## src/rtl/skintone_ellipse_pipe.sv

```systemverilog
// Six-stage elliptical skin-tone classifier for {Y,Cr,Cb,x} pixels with a global stall
// enable, graded-score or binary-mask output, and a running skin-pixel counter.
module skintone_ellipse_pipe #(
  parameter int FRAC_W = 9,
  parameter int CX     = 109,
  parameter int CY     = 152,
  parameter int COS_Q  = 511,
  parameter int SIN_Q  = 22,
  parameter int ECX    = 2,
  parameter int ECY    = 2,
  parameter int INV_A2 = 407,
  parameter int INV_B2 = 1332,
  parameter int MODE   = 0,
  parameter int THRESH = 256,
  parameter int CNT_W  = 32
) (
  input  logic             clk,
  input  logic             rst,
  input  logic             datain_valid,
  input  logic [31:0]      datain,
  output logic             datain_ready,
  output logic             dataout_valid,
  output logic [31:0]      dataout,
  input  logic             dataout_ready,
  input  logic             count_clr,
  output logic [CNT_W-1:0] skin_count
);

  localparam int CW  = FRAC_W + 2;
  localparam int PW  = 9 + CW;
  localparam int SW  = PW + 1;
  localparam int XW  = SW - FRAC_W;
  localparam int EW  = XW + 1;
  localparam int SQW = 2 * EW;
  localparam int IW  = 2 * FRAC_W;
  localparam int QW  = SQW + IW + 1;
  localparam int DFW = QW - FRAC_W;
  localparam int DW  = FRAC_W + 2;
  localparam int PRW = DW + 8;

  localparam logic [7:0]            L_CX     = 8'(CX);
  localparam logic [7:0]            L_CY     = 8'(CY);
  localparam logic signed [CW-1:0]  L_COS    = CW'(COS_Q);
  localparam logic signed [CW-1:0]  L_SIN    = CW'(SIN_Q);
  localparam logic signed [EW-1:0]  L_ECX    = EW'(ECX);
  localparam logic signed [EW-1:0]  L_ECY    = EW'(ECY);
  localparam logic [IW-1:0]         L_INV_A2 = IW'(INV_A2);
  localparam logic [IW-1:0]         L_INV_B2 = IW'(INV_B2);
  localparam logic [DFW-1:0]        L_DMAX_W = DFW'((1 << DW) - 1);
  localparam logic [DW-1:0]         L_ONE    = DW'(1 << FRAC_W);
  localparam logic [31:0]           L_THRESH = 32'(THRESH);

  logic                  w_en;
  logic                  w_unused;
  logic signed [8:0]     w_dx, w_dy;
  logic signed [PW-1:0]  w_p1, w_p2, w_p3, w_p4;
  logic signed [SW-1:0]  w_sum_x, w_sum_y;
  logic signed [XW-1:0]  w_x, w_y;
  logic signed [EW-1:0]  w_ex, w_ey;
  logic signed [SQW-1:0] w_exw, w_eyw, w_sx_s, w_sy_s;
  logic [QW-1:0]         w_q;
  logic [DFW-1:0]        w_d_full;
  logic [DW-1:0]         w_d;
  logic [DW-1:0]         w_diff;
  logic [PRW-1:0]        w_prod;
  logic [7:0]            w_score;

  logic [4:0]            r_vld;
  logic [23:0]           r_pix [5];
  logic signed [8:0]     r_s1_dx, r_s1_dy;
  logic signed [PW-1:0]  r_s2_p1, r_s2_p2, r_s2_p3, r_s2_p4;
  logic signed [EW-1:0]  r_s3_ex, r_s3_ey;
  logic [SQW-1:0]        r_s4_sx, r_s4_sy;
  logic [QW-1:0]         r_s5_q;

  assign w_en         = !dataout_valid | dataout_ready;
  assign datain_ready = w_en;
  assign w_unused     = ^datain[7:0];

  assign w_dx = $signed({1'b0, datain[15:8]})  - $signed({1'b0, L_CX});
  assign w_dy = $signed({1'b0, datain[23:16]}) - $signed({1'b0, L_CY});

  assign w_p1 = PW'(r_s1_dx) * PW'(L_COS);
  assign w_p2 = PW'(r_s1_dy) * PW'(L_SIN);
  assign w_p3 = PW'(r_s1_dy) * PW'(L_COS);
  assign w_p4 = PW'(r_s1_dx) * PW'(L_SIN);

  // Dropping the low FRAC_W bits of a two's-complement sum is a floor shift.
  assign w_sum_x = SW'(r_s2_p1) + SW'(r_s2_p2);
  assign w_sum_y = SW'(r_s2_p3) - SW'(r_s2_p4);
  assign w_x     = w_sum_x[SW-1:FRAC_W];
  assign w_y     = w_sum_y[SW-1:FRAC_W];
  assign w_ex    = EW'(w_x) - L_ECX;
  assign w_ey    = EW'(w_y) - L_ECY;

  assign w_exw  = SQW'(r_s3_ex);
  assign w_eyw  = SQW'(r_s3_ey);
  assign w_sx_s = w_exw * w_exw;
  assign w_sy_s = w_eyw * w_eyw;

  assign w_q = QW'(r_s4_sx) * QW'(L_INV_A2) + QW'(r_s4_sy) * QW'(L_INV_B2);

  assign w_d_full = r_s5_q[QW-1:FRAC_W];
  assign w_d      = (w_d_full > L_DMAX_W) ? {DW{1'b1}} : w_d_full[DW-1:0];
  assign w_diff   = L_ONE - w_d;
  assign w_prod   = PRW'(w_diff) * PRW'(8'd255);

  // Final score from the saturated distance.
  always_comb begin
    w_score = 8'h00;
    if (MODE == 1) begin
      if (32'(w_d) < L_THRESH) w_score = 8'hFF;
      else                     w_score = 8'h00;
    end else begin
      if (w_d >= L_ONE) w_score = 8'h00;
      else              w_score = w_prod[FRAC_W+7:FRAC_W];
    end
  end

  // Pipeline registers; every stage advances together on w_en.
  always_ff @(posedge clk or posedge rst) begin
    if (rst) begin
      r_vld         <= 5'b00000;
      dataout_valid <= 1'b0;
      dataout       <= 32'h0000_0000;
      for (int i = 0; i < 5; i++) r_pix[i] <= 24'h00_0000;
      r_s1_dx <= 9'sd0;
      r_s1_dy <= 9'sd0;
      r_s2_p1 <= PW'(0);
      r_s2_p2 <= PW'(0);
      r_s2_p3 <= PW'(0);
      r_s2_p4 <= PW'(0);
      r_s3_ex <= EW'(0);
      r_s3_ey <= EW'(0);
      r_s4_sx <= SQW'(0);
      r_s4_sy <= SQW'(0);
      r_s5_q  <= QW'(0);
    end else if (w_en) begin
      r_vld         <= {r_vld[3:0], datain_valid};
      dataout_valid <= r_vld[4];
      r_pix[0]      <= datain[31:8];
      for (int i = 1; i < 5; i++) r_pix[i] <= r_pix[i-1];
      dataout <= {r_pix[4], w_score};
      r_s1_dx <= w_dx;
      r_s1_dy <= w_dy;
      r_s2_p1 <= w_p1;
      r_s2_p2 <= w_p2;
      r_s2_p3 <= w_p3;
      r_s2_p4 <= w_p4;
      r_s3_ex <= w_ex;
      r_s3_ey <= w_ey;
      r_s4_sx <= w_sx_s;
      r_s4_sy <= w_sy_s;
      r_s5_q  <= w_q;
    end
  end

  // Skin-pixel counter; clear wins over a coincident increment.
  always_ff @(posedge clk or posedge rst) begin
    if (rst) begin
      skin_count <= CNT_W'(0);
    end else if (count_clr) begin
      skin_count <= CNT_W'(0);
    end else if (dataout_valid && dataout_ready && (dataout[7:0] != 8'h00)) begin
      skin_count <= skin_count + CNT_W'(1);
    end
  end

endmodule

```

## config.mk

```make
export PLATFORM = sky130hd
export DESIGN_NAME = skintone_ellipse_pipe
export DESIGN_NICKNAME = d
export VERILOG_FILES = /design/src/rtl/skintone_ellipse_pipe.sv
export SDC_FILE = /design/constraint.sdc
export NUM_CORES = 2
export LEC_CHECK = 0
export BUFFER_PORTS_ARGS = -buffer_cell sky130_fd_sc_hd__buf_2
export CAP_MARGIN = 20
export CORE_MARGIN = 2
export CORE_UTILIZATION = 35
export DETAILED_ROUTE_END_ITERATION = 8
export MAX_ROUTING_LAYER = met4
export PLACE_DENSITY = 0.61
export SLEW_MARGIN = 20
export SYNTH_ARGS = -nofsm -noshare
export SYNTH_HDL_FRONTEND = slang
export SYNTH_SLANG_ARGS = --single-unit
export TNS_END_PERCENT = 50
```

## constraint.sdc

```tcl
create_clock -name clk -period 39.3 [get_ports clk]
set_clock_uncertainty 0.1 [all_clocks]
set_input_delay 7.86 -clock clk [delete_from_list [all_inputs] [get_ports clk]]
set_output_delay 7.86 -clock clk [all_outputs]
set_load 0.01 [all_outputs]
```

# Word-level counts from Yosys, hierarchy flattened
# Index checks and enable logic that the tools add are counted.
dict set report word_totals {
  register_bits 397
  output_inout_bits 66
  word_cells 50
}
dict set report classes {
  addsub 9
  n_mul 9
  magnitude_cmp 2
  mux 4
  bitwise_logic 1
  n_reduce_logical 5
}
# op n
set ops {}
lappend ops {{$mul 26x9->35 const B} 2}
lappend ops {{$mux 32} 2}
lappend ops {{$mul 13x13->26} 2}
lappend ops {{$add 35x37->38} 1}
lappend ops {{$mul 9x10->19 const B} 2}
lappend ops {{$gt 36x11->1 const B} 1}
lappend ops {{$add 32x1->32 const B} 1}
lappend ops {{$mul 9x5->14 const B} 2}
lappend ops {{$sub 11x3->12 const B} 2}
lappend ops {{$add 19x15->20} 1}
lappend ops {{$sub 19x15->20} 1}
lappend ops {{$mul 11x8->17 const B} 1}
lappend ops {{$ge 11x10->1 const B} 1}
lappend ops {{$mux 11} 1}
lappend ops {{$sub 10x11->11 const A} 1}
lappend ops {{$sub 8x7->9 const B} 1}
lappend ops {{$sub 8x8->9 const B} 1}
lappend ops {{$mux 8} 1}
lappend ops {{$reduce_bool 8->1} 1}
lappend ops {{$logic_and 1x1->1} 2}
lappend ops {{$reduce_bool 2->1} 1}
lappend ops {{$logic_not 1->1} 1}
lappend ops {{$or 1x1->1} 1}

# Logic depth before layout (Yosys ltp)
dict set report logic_depth {
  depth_word 5
  mapped_depth 28
  mapped_depth_nobuf 28
}

# Least setup slack after synthesis
# OpenSTA, ideal clock, no wires.
dict set report synth_timing {
  path_type {input port to output port}
  startpoint {input port dataout_ready}
  endpoint {output port datain_ready}
  t_arrival_ps 8780
  required_time_ps 31340
  slack_ps 22560
  cell_stages 5
  cell_sequence {nor2b_1 clkbuf_1 inv_2 clkbuf_1 clkbuf_1}
}
dict set report synth_between {
  elab_chain_cells 1
}
# element line_no
set synth_rtl {}
lappend synth_rtl {{start, declared} 24} ;# input logic dataout_ready,
lappend synth_rtl {{$or 1x1->1} 76} ;# assign w_en = !dataout_valid | dataout_ready;
lappend synth_rtl {{end, declared} 21} ;# output logic datain_ready,
# No other way between the ends.

# Worst setup path after layout
# Ends and elaborated chain as after synthesis.

==> flow_summary.toml <==
[critical_path]
required_arrival_time_at_the_worst_endpoint_ps = 31340
worst-endpoint-arrival_ps = 8940
worstPathCellList = "buf_2, nor2b_4, inv_8, buf_2"
setup.worst_path.start_class = "primary input"
crit_path_frequent_cell = "buf_2"
critPathKind = "primary input to primary output"
worstRegToRegCells = 25
setup.worst_path.end_class = "primary output"
worst_path_largest_cell_delay_ps = 390
r2r-end = "r_s5_q[32]$_DFFE_PP0P_"
crit_path_top_delay_cell = "inv_8"
startpoint = "dataout_ready"
cp_max_fo = 132
regToRegSetupSlack_ps = 31910
startpoint_of_the_most_critical_register_to_register_path = "r_s4_sy[3]$_DFFE_PP0P_"

[drt]
detail_route.drc_violations = 0
drt-pass1-iter-count = 5
detail_route.wirelength.met1_mm = 38.7
highest-signal-layer = "met4"
wl_met3_mm = 2.20
post_drt_via_cell_ratio = 4.68
vias = 29000
met2_wirelength_mm = 39.9
detail-route-antenna-nets = 0
route.final.wire_length_mm = 82.2
initialDrtViolationCount = 1295
wire_per_inst_um = 13.2

[logic_synthesis]
synth.area.top_cells = "fa_1, dfrtp_1, ha_1"
post-synth-top-area-fraction_pct = 25.9
synth_top_flop_cell = "dfrtp_1"
yosys_register_bits = 369
async_flop_share_pct = 100
yosys.cell_types.count = 82
synth_edf_count = 0
avgSynthCellArea_um2 = 9.34
synth.yosys.warnings = 0
synth_largest_area_cell = "fa_1"
synth_cells = 4519
synth_seq_area_share_pct = 21.9
syn-cell-area_um2 = 42200

[floorplan]
ioPinCount = 103
chipHeight_um = 351
design.die.area_um2 = 123000
row_count = 127
die-width_um = 351
effective_utilization_at_floorplan_pct = 35.2
fp.coreArea_um2 = 120000

[clocking]
numClockSinks = 369
clock_tree.htree_level_count = 2
worstSkewPairLatency_ps = 610
cts_post_setup_buffers_inserted = 0
clkSlewWorstSetupHoldPaths_ps = 60
cts_made_buffers = 42
postCtsResizedCells = 0
cts_tree = "done"
cts_hold_repair.buffers = 0
buffer_type_at_the_clock_tree_root = "clkbuf_16"
bufs_on_longest_clock_path = 3

[timing]
clock.fmax_mhz = 59.2
hold_violations = 0
fin_crit_ps = 16900
slew-limit-headroom_pct = 22.3
worstMarginPinSlew_ps = 1170
finalSetupViolCount = 0
fin_worst_hold_slack_ps = 364
min_period_over_period_pct = 43.0
timing.setup.tns_ps = 0
report.final.slew_viol_count = 0
rsz0062_at_grt = "no"

[hold_path]
holdPathEnd = "r_pix[69]$_DFFE_PP0P_"
worstHoldStart = "r_pix[69]$_DFFE_PP0P_"
min-delay-path-class = "flop to flop"
hold-path-cell-count = 2

[place]
hpwl_dp_mm = 64.9
postPlaceCellArea_um2 = 44400
port_buffers = 94
globalplace.congestion = 0.834

[finish]
area_delta_synth_final_pct = 8.96
sequential_cell_area_um2 = 9230
multi_input_comb_area_um2 = 29400
fraction_of_layout_cells_with_a_size_suffix_above_1_pct = 4.84
fillCellCount = 12100
num-nets-final = 5692
finalInstanceArea_um2 = 46000

[job]
max-cap-violations = 0

[global_route]
antenna_violations_before_repair = 5
grt.overflow.total = 0
grt_pass1_wl_mm = 145
groute.usage.overall_pct = 14.4
grt_start_max_net_pins = 193
first_global_vias = 30200

[status]
status = "finished, final reports clean"
[cell type report]
type,count,share of cell area [%]
multi-input combinational,3193,63.9
sequential,369,20.1
inverter,845,6.93
antenna,5,0.0272
clock buffer,52,2.52
timing repair buffer,103,1.26
tap,1612,4.39
clock inverter,25,0.901
[logic make-up (layout without fill, tap and decap cells)]
| logic type | count (synthesis) | after routing | synth area share, % |
|---|---|---|---|
| AND/OR/NAND/NOR | 1259 | 1259 | 13.3 |
| adder cells (fa/ha/maj) | 1101 | 1101 | 42.4 |
| buffers and inverters | 961 | 1025 | 8.56 |
| AO/OA/AOI/OAI | 577 | 577 | 8.67 |
| flip-flops | 369 | 369 | 21.9 |
| XOR/XNOR | 236 | 236 | 4.90 |
| multiplexers | 14 | 14 | 0.350 |
| other | 2 | 11 | 0.0178 |
[synth_stat cells (14+ instances only)]
| cell type | n |
|---|---|
| a211oi_1 | 18 |
| a21o_1 | 50 |
| a21oi_1 | 216 |
| a31oi_1 | 15 |
| and2_1 | 97 |
| and3_1 | 25 |
| clkbuf_1 | 105 |
| dfrtp_1 | 369 |
| fa_1 | 546 |
| ha_1 | 555 |
| inv_1 | 844 |
| nand2_1 | 693 |
| nand2b_1 | 27 |
| nand3_1 | 39 |
| nand4_1 | 18 |
| nor2_1 | 213 |
| nor2b_1 | 33 |
| nor3_1 | 34 |
| nor4_1 | 14 |
| o21a_1 | 18 |
| o21ai_0 | 116 |
| o21bai_1 | 29 |
| o31ai_1 | 18 |
| or3_1 | 21 |
| xnor2_1 | 147 |
| xor2_1 | 89 |
[per-layer routing]
layer / vias up / track usage (%)
met3: 76 / 1.79
met5: - / -
met4: 0 / 2.61
met1: 14400 / 18.7
met2: 216 / 24.3
li1: 14400 / -
[per-stage QoR]
| step | worst slack (ps) | instances | utilization (%) |
|---|---|---|---|
| after floorplan | 21090 | 4523 | - |
| after global placement | 22430 | 6122 | 37.1 |
| after detailed placement | 22430 | 6122 | 37.1 |
| after CTS | 22420 | 6199 | 38.4 |
| after global routing | 22360 | 6204 | 38.4 |
| final | 22400 | 6204 | 38.4 |
[registers in the layout, summed over array words and instances, names as in the netlist]
name / count
r_pix: 120
dataout: 32
r_s2_p2: 12
r_s1_dx: 9
r_vld: 5
r_s2_p1: 19
r_s2_p3: 18
r_s5_q: 29
r_s3_ex: 12
r_s3_ey: 12
r_s4_sy: 25
dataout_valid: 1
r_s1_dy: 6
r_s4_sx: 25
r_s2_p4: 12
skin_count: 32
[worst max path at each step]
stage	end	slack, ps	cells past startpoint
finish	datain_ready	22400	4
global route	datain_ready	22360	4
CTS	datain_ready	22420	4
detailed placement	datain_ready	22430	4
global placement	datain_ready	22430	4
floorplan	dataout[0]$_DFFE_PP0P_	21090	1
[cell usage in the layout (no fill, tap or decap), types with 94 or more instances in the layout]
cell type    n
fa_1       546
ha_1       555
a21oi_1    216
buf_2       94
o21ai_0    116
xnor2_1    147
nor2_1     213
nand2_1    693
and2_1      97
dfrtp_1    369
inv_1      843
[worst max-delay path, delay by kind of cell]
kind	cells	cell delay (ps)
buffers and inverters	3	770
and+or+nand+nor	1	70
Power is not shown: default switching activity piles up to over one toggle a cycle in this logic, so the estimate is an artifact.
